$ cat src/rtl/vram_arbiter.sv
// rtl/vram_arbiter.sv - video/CPU arbiter for the shared four-plane video RAM (optional VRAM_ARB_STATS_EN)
module vram_arbiter #(
   parameter int AW = 13
) (
   input  logic          clk_sys,
   input  logic          reset_n,
   input  logic          vid_req,
   input  logic [AW-1:0] vid_addr,
   output logic [31:0]   vid_data,
   output logic          vid_valid,
   input  logic          cpu_req,
   input  logic          cpu_we,
   input  logic [AW+1:0] cpu_addr,
   input  logic [7:0]    cpu_din,
   output logic [7:0]    cpu_dout,
   output logic          cpu_ack,
   output logic [AW-1:0] mem_addr,
   output logic          mem_we,
   output logic [3:0]    mem_be,
   output logic [31:0]   mem_d,
   input  logic [31:0]   mem_q,
   output logic [15:0]   stall_cnt
);

   typedef enum logic [1:0] {S_IDLE, S_WR_ACK, S_RD_WAIT, S_RD_ACK} state_t;
   typedef enum logic [1:0] {T_NONE, T_VID, T_CPU} tag_t;

   state_t        state_q, state_d;
   tag_t          t1_q, t1_d, t2_q, t2_d;
   logic [1:0]    plane_q, plane_d;
   logic [AW-1:0] mem_addr_q, mem_addr_d;
   logic          mem_we_q, mem_we_d;
   logic [3:0]    mem_be_q, mem_be_d;
   logic [31:0]   mem_d_q, mem_d_d;
   logic [31:0]   vid_data_q, vid_data_d;
   logic          vid_valid_q, vid_valid_d;
   logic [7:0]    cpu_dout_q, cpu_dout_d;
   logic          cpu_ack_q, cpu_ack_d;
   logic          cpu_eligible;
   logic          cpu_issue;

   // A CPU access may start only from IDLE, outside the ack cycle; video always wins the slot
   assign cpu_eligible = (state_q == S_IDLE) && cpu_req && !cpu_ack_q;
   assign cpu_issue    = cpu_eligible && !vid_req;

   // Issue slot, two-stage tag pipeline, completion and CPU handshake FSM
   always_comb begin
      state_d     = state_q;
      t1_d        = T_NONE;
      t2_d        = t1_q;
      plane_d     = plane_q;
      mem_addr_d  = mem_addr_q;
      mem_we_d    = 1'b0;
      mem_be_d    = 4'h0;
      mem_d_d     = mem_d_q;
      vid_data_d  = vid_data_q;
      vid_valid_d = 1'b0;
      cpu_dout_d  = cpu_dout_q;
      cpu_ack_d   = 1'b0;

      if (vid_req) begin
         mem_addr_d = vid_addr;
         mem_be_d   = 4'hF;
         t1_d       = T_VID;
      end else if (cpu_issue) begin
         mem_addr_d = cpu_addr[AW-1:0];
         mem_be_d   = 4'b0001 << cpu_addr[AW+1:AW];
         mem_d_d    = {4{cpu_din}};
         mem_we_d   = cpu_we;
         plane_d    = cpu_addr[AW+1:AW];
         if (!cpu_we) begin
            t1_d = T_CPU;
         end
      end

      if (t2_q == T_VID) begin
         vid_data_d  = mem_q;
         vid_valid_d = 1'b1;
      end else if (t2_q == T_CPU) begin
         cpu_dout_d = mem_q[{plane_q, 3'b000} +: 8];
         cpu_ack_d  = 1'b1;
      end

      case (state_q)
         S_IDLE: begin
            if (cpu_issue) begin
               state_d = cpu_we ? S_WR_ACK : S_RD_WAIT;
            end
         end
         S_WR_ACK: begin
            cpu_ack_d = 1'b1;
            state_d   = S_IDLE;
         end
         S_RD_WAIT: begin
            if (t2_q == T_CPU) begin
               state_d = S_RD_ACK;
            end
         end
         S_RD_ACK: begin
            state_d = S_IDLE;
         end
         default: begin
            state_d = S_IDLE;
         end
      endcase
   end

   // State and output registers; reset drops any in-flight access without ack
   always_ff @(posedge clk_sys) begin
      if (!reset_n) begin
         state_q     <= S_IDLE;
         t1_q        <= T_NONE;
         t2_q        <= T_NONE;
         plane_q     <= 2'd0;
         mem_addr_q  <= '0;
         mem_we_q    <= 1'b0;
         mem_be_q    <= 4'h0;
         mem_d_q     <= 32'h0;
         vid_data_q  <= 32'h0;
         vid_valid_q <= 1'b0;
         cpu_dout_q  <= 8'h0;
         cpu_ack_q   <= 1'b0;
      end else begin
         state_q     <= state_d;
         t1_q        <= t1_d;
         t2_q        <= t2_d;
         plane_q     <= plane_d;
         mem_addr_q  <= mem_addr_d;
         mem_we_q    <= mem_we_d;
         mem_be_q    <= mem_be_d;
         mem_d_q     <= mem_d_d;
         vid_data_q  <= vid_data_d;
         vid_valid_q <= vid_valid_d;
         cpu_dout_q  <= cpu_dout_d;
         cpu_ack_q   <= cpu_ack_d;
      end
   end

   assign mem_addr  = mem_addr_q;
   assign mem_we    = mem_we_q;
   assign mem_be    = mem_be_q;
   assign mem_d     = mem_d_q;
   assign vid_data  = vid_data_q;
   assign vid_valid = vid_valid_q;
   assign cpu_dout  = cpu_dout_q;
   assign cpu_ack   = cpu_ack_q;

`ifdef VRAM_ARB_STATS_EN
   logic [15:0] stall_q, stall_d;

   // Count cycles where a ready CPU access lost the slot to video, saturating
   always_comb begin
      stall_d = stall_q;
      if (cpu_eligible && vid_req && (stall_q != 16'hFFFF)) begin
         stall_d = stall_q + 16'd1;
      end
   end

   // Stall counter register
   always_ff @(posedge clk_sys) begin
      if (!reset_n) begin
         stall_q <= 16'h0;
      end else begin
         stall_q <= stall_d;
      end
   end

   assign stall_cnt = stall_q;
`else
   assign stall_cnt = 16'h0000;
`endif

endmodule
$ cat config.mk
export PLATFORM = sky130hd
export DESIGN_NAME = vram_arbiter
export DESIGN_NICKNAME = d
export VERILOG_FILES = /design/src/rtl/vram_arbiter.sv
export SDC_FILE = /design/constraint.sdc
export NUM_CORES = 1
export LEC_CHECK = 0
export BUFFER_PORTS_ARGS = -buffer_cell sky130_fd_sc_hd__buf_2
export CAP_MARGIN = 10
export CORE_MARGIN = 2
export CORE_UTILIZATION = 48
export CTS_CLUSTER_DIAMETER = 30
export DETAILED_ROUTE_END_ITERATION = 8
export GPL_TIMING_DRIVEN = 0
export PLACE_DENSITY_LB_ADDON = 0.25
export SLEW_MARGIN = 0
export SYNTH_ARGS = -nofsm -noshare
export SYNTH_HDL_FRONTEND = slang
export SYNTH_SLANG_ARGS = --single-unit
$ cat constraint.sdc
create_clock -name clk_sys -period 2.2 [get_ports clk_sys]
set_input_delay 0.33 -clock clk_sys [delete_from_list [all_inputs] [get_ports clk_sys]]
set_output_delay 0.33 -clock clk_sys [all_outputs]
set_load 0.02 [all_outputs]
==> report_table.html <==
<table>
<tr><th>Metric</th><th>Value</th></tr>
<tr><th colspan="2">Synth</th></tr>
<tr><td>Yosys top cell area share</td><td>0.447</td></tr>
<tr><td>Synthesized-area fraction occupied by and/or/nand/nor cells</td><td>0.151</td></tr>
<tr><td>Cell count after synthesis</td><td>373</td></tr>
<tr><td>Proportion of synthesized chip area in sequential cells</td><td>0.447</td></tr>
<tr><td>Predominant post-synthesis flop cell</td><td>dfxtp_1</td></tr>
<tr><td>Synth top area cells</td><td>dfxtp_1 (45%), mux2i_1 (11%), nand2_1 (9.6%)</td></tr>
<tr><td>Mux contribution to synthesized area</td><td>0.115</td></tr>
<tr><td>Synthesized-area fraction occupied by adder cells</td><td>0</td></tr>
<tr><td>Count of unique library cells instantiated by Yosys</td><td>29</td></tr>
<tr><td>Ys Warns</td><td>0</td></tr>
<tr><td>Flip-flop and latch count after synthesis</td><td>76</td></tr>
<tr><td>Post-Synth XOR/XNOR Area</td><td>0</td></tr>
<tr><td>Post-synthesis compound-gate area fraction</td><td>0.162</td></tr>
<tr><td>Most frequent cells after synthesis</td><td>nand2_1 (87), dfxtp_1 (76), buf_4 (41)</td></tr>
<tr><td>Post-Syn Area per Cell</td><td>9.13 µm²</td></tr>
<tr><td>Most frequent cell after synthesis</td><td>nand2_1</td></tr>
<tr><td>Ys async rst share</td><td>0</td></tr>
<tr><td>Mapped Area</td><td>3410 µm²</td></tr>
<tr><td>Number of synthesized flops with an enable pin</td><td>0</td></tr>
<tr><td>Main combinational cell family by area after synthesis</td><td>compound AO/OA/AOI/OAI gates</td></tr>
<tr><td>Most area-hungry cell type in the Yosys netlist</td><td>dfxtp_1</td></tr>
<tr><th colspan="2">GRT</th></tr>
<tr><td>Overall track demand over capacity in global routing</td><td>0.228</td></tr>
<tr><td>Grt ovf</td><td>0</td></tr>
<tr><td>Wire length of the first global-routing pass</td><td>13.9 mm</td></tr>
<tr><td>Initial antenna violation count</td><td>0</td></tr>
<tr><td>Pin count of the biggest net entering global routing</td><td>14</td></tr>
<tr><td>Via count of the first global-routing pass</td><td>2,878</td></tr>
<tr><th colspan="2">STA</th></tr>
<tr><td>Max transition margin</td><td>0.636</td></tr>
<tr><td>Final Cycle Share</td><td>0.674</td></tr>
<tr><td>Max-slew violation total from the final report</td><td>0</td></tr>
<tr><td>Sum of negative setup slack</td><td>0 ps</td></tr>
<tr><td>Post-route clock skew</td><td>12.3 ps</td></tr>
<tr><td>Worst Tran Pin Value</td><td>546 ps</td></tr>
<tr><td>Final Hold Vio Count</td><td>0</td></tr>
<tr><td>Final setup fails</td><td>0</td></tr>
<tr><td>Unrepaired setup endpoints after global routing</td><td>no</td></tr>
<tr><td>Post-route minimum period</td><td>1480 ps</td></tr>
<tr><td>Max Fclk</td><td>675 MHz</td></tr>
<tr><th colspan="2">Setup path</th></tr>
<tr><td>Crit-path cells</td><td>nor4b_4, and2b_1, buf_6, mux2i_1</td></tr>
<tr><td>Minimum setup slack among reg-to-reg paths</td><td>720 ps</td></tr>
<tr><td>Reg-to-reg critical path startpoint</td><td>state_q[0]$_SDFFE_PN0P_</td></tr>
<tr><td>Critical Setup Path Class</td><td>flop to flop</td></tr>
<tr><td>Timing startpoint of the critical path</td><td>state_q[0]$_SDFFE_PN0P_</td></tr>
<tr><td>Reg-to-Reg End</td><td>mem_d[27]$_SDFFE_PN0P_</td></tr>
<tr><td>Data required time of the critical path</td><td>2460 ps</td></tr>
<tr><td>Arrival time reported for the critical path endpoint</td><td>1740 ps</td></tr>
<tr><td>Largest stage delay on the critical path</td><td>400 ps</td></tr>
<tr><td>Reg2reg path depth</td><td>4</td></tr>
<tr><td>Kind of cell with the highest combined delay on the critical path</td><td>simple AND/OR/NAND/NOR gates</td></tr>
<tr><td>Largest fanout of any net on the critical path</td><td>10</td></tr>
<tr><td>Number of buffers and inverters on the critical path</td><td>1</td></tr>
<tr><td>Endpoint type of the worst setup path</td><td>flop</td></tr>
<tr><td>Critical Path Source Type</td><td>flop</td></tr>
<tr><td>Slowest cell on the critical path</td><td>nor4b_4</td></tr>
<tr><th colspan="2">Floorplanning</th></tr>
<tr><td>Starting Density</td><td>0.499</td></tr>
<tr><td>Area of the die</td><td>7790 µm²</td></tr>
<tr><td>Standard-cell rows</td><td>30</td></tr>
<tr><td>Number of placed I/O pins</td><td>181</td></tr>
<tr><td>Chip Width</td><td>88.3 µm</td></tr>
<tr><td>Placeable core area</td><td>6830 µm²</td></tr>
<tr><td>Die Span Y</td><td>88.3 µm</td></tr>
<tr><th colspan="2">Cells and area</th></tr>
<tr><td>ANT cells</td><td>0</td></tr>
<tr><td>Register area</td><td>1520 µm²</td></tr>
<tr><td>Syn-to-layout area delta</td><td>35.9%</td></tr>
<tr><td>Net count of the finished layout</td><td>636</td></tr>
<tr><td>Filler cell count in the final layout</td><td>604</td></tr>
<tr><td>Combined area of the multi-input logic cells</td><td>1520 µm²</td></tr>
<tr><td>Fraction of final layout cells sized beyond drive strength 1</td><td>0.407</td></tr>
<tr><th colspan="2">Drt</th></tr>
<tr><td># DRC</td><td>0</td></tr>
<tr><td>Aggregate routed wire length</td><td>9.05 mm</td></tr>
<tr><td>DR WL/cell</td><td>13.6 µm</td></tr>
<tr><td>Final ANT Viol Nets</td><td>0</td></tr>
<tr><td>Number of DRC violations after detailed-routing iteration 0</td><td>175</td></tr>
<tr><td>Router iterations before antenna repair</td><td>5</td></tr>
<tr><td>Vias per std cell</td><td>4.89</td></tr>
<tr><td>Routed via count</td><td>3,245</td></tr>
<tr><th colspan="2">Status</th></tr>
<tr><td>Run status</td><td>complete, no violations</td></tr>
<tr><th colspan="2">Worst hold path</th></tr>
<tr><td>Worst Hold Class</td><td>input pin to flop</td></tr>
<tr><td>Cells on Worst Hold Path</td><td>2</td></tr>
<tr><td>Hold Crit Start</td><td>cpu_we</td></tr>
<tr><td>Min-Delay Endpoint</td><td>t1_q[1]$_SDFF_PP0_</td></tr>
<tr><th colspan="2">Place</th></tr>
<tr><td>Post-detailed-placement half-perimeter wirelength</td><td>7.03 mm</td></tr>
<tr><td>Number of buffers added on ports</td><td>164</td></tr>
<tr><td>Final GP Congestion</td><td>0.823</td></tr>
<tr><th colspan="2">Power and ir drop</th></tr>
<tr><td>Leakage power</td><td>2.38 nW</td></tr>
<tr><td>Total power density per cell area</td><td>701 nW/µm²</td></tr>
<tr><td>Worst IR drop on VDD</td><td>0.000365 V</td></tr>
<tr><td>Total chip power</td><td>3.24 mW</td></tr>
<tr><th colspan="2">Clock tree</th></tr>
<tr><td>Number of hold buffers added after CTS</td><td>0</td></tr>
<tr><td>TritonCTS clock tree</td><td>done</td></tr>
<tr><td>Clock Path Buffers</td><td>2</td></tr>
<tr><td>Total setup buffers inserted after CTS</td><td>0</td></tr>
<tr><td>Worst-skew pair later-pin latency</td><td>340 ps</td></tr>
<tr><td>Clock sink count</td><td>76</td></tr>
<tr><td>Root Buffer Master</td><td>clkbuf_8</td></tr>
<tr><td>Clock-pin transition on the worst setup and hold timing paths</td><td>80 ps</td></tr>
<tr><td>Max H-tree Level</td><td>3</td></tr>
<tr><td>Total CTS buffers</td><td>9</td></tr>
<tr><td>Post_cts resized</td><td>0</td></tr>
<tr><th colspan="2">Job</th></tr>
<tr><td>Max-cap violations</td><td>0</td></tr>
</table>
worst max-delay path by stage:
stage                                 to  slack [ps]  cells after the start
5_1_grt           mem_d[27]$_SDFFE_PN0P_         590                      4
2_1_floorplan  mem_addr[10]$_SDFFE_PN0P_         870                      4
4_1_cts           mem_d[27]$_SDFFE_PN0P_         710                      4
6_report          mem_d[27]$_SDFFE_PN0P_         720                      4
3_5_place_dp     plane_q[0]$_SDFFE_PN0P_         530                      5
3_3_place_gp     plane_q[0]$_SDFFE_PN0P_         590                      5
flip-flops by register name, indices dropped and copies added, names as in the netlist, 2 cells and up:
name      flops
vid_data     32
mem_d         8
mem_addr     13
plane_q       2
state_q       2
mem_be        4
t2_q          2
t1_q          2
cpu_dout      8
layout by cell type (no fill, tap or decap), types with 3 or more instances in the layout:
cell,instances
a21boi_0,14
a21boi_1,19
and2_1,3
buf_2,171
buf_4,41
clkbuf_1,19
clkbuf_8,10
conb_1,16
dfxtp_1,76
mux2i_1,39
nand2_1,87
nand2b_1,5
nand3_1,9
o211a_1,13
o21ai_0,3
o21ai_1,13
o221ai_1,8
per-stage QoR:
step                      std cells  instance area, µm²  hold slack [ps]  utilization  worst slack (ps)
after CTS                       664                4630              207        0.678               713
after floorplan                 388                3460              409            -               874
after global placement          648                4400              424        0.645               593
after global routing            664                4630              209        0.678               585
final                           664                4630              218        0.678               718
after detailed placement        648                4400              428        0.645               533
area by class of cell:
class | count | share of cell area
sequential | 76 | 0.329
multi-input combinational | 244 | 0.328
timing repair buffer | 164 | 0.177
buffer | 67 | 0.0911
clock buffer | 11 | 0.0305
tap | 96 | 0.0259
clock inverter | 5 | 0.0181
inverter | 1 | 0.000811
cells by family (layout without fill, tap and decap cells):
family          Yosys count  in the layout
simple gates            116            116
mux                      39             39
other cells               1             16
buf+inv                  68            248
flops                    76             76
compound gates           73             73
layer usage:
| layer | global-route usage | part of all wire |
|---|---|---|
| met1 | 0.304 | 0.43 |
| met2 | 0.373 | 0.48 |
| met3 | 0.0448 | 0.082 |
| met4 | 0.0771 | 0.012 |
| met5 | 0 | 0 |
where the power goes:
part	internal [mW]	switching (mW)	leakage, nW
combinational	0.245	0.329	1.66
clock	0.675	0.520	0.106
sequential	1.44	0.0371	0.621
total	2.36	0.886	2.38
worst reg2reg max path, cell delays in order (launching register included):
cell and delay, ps:
dfxtp_1 360, nor4b_4 400, and2b_1 230, buf_6 190, mux2i_1 220
No activity file was read; power rests on OpenSTA's default activity.
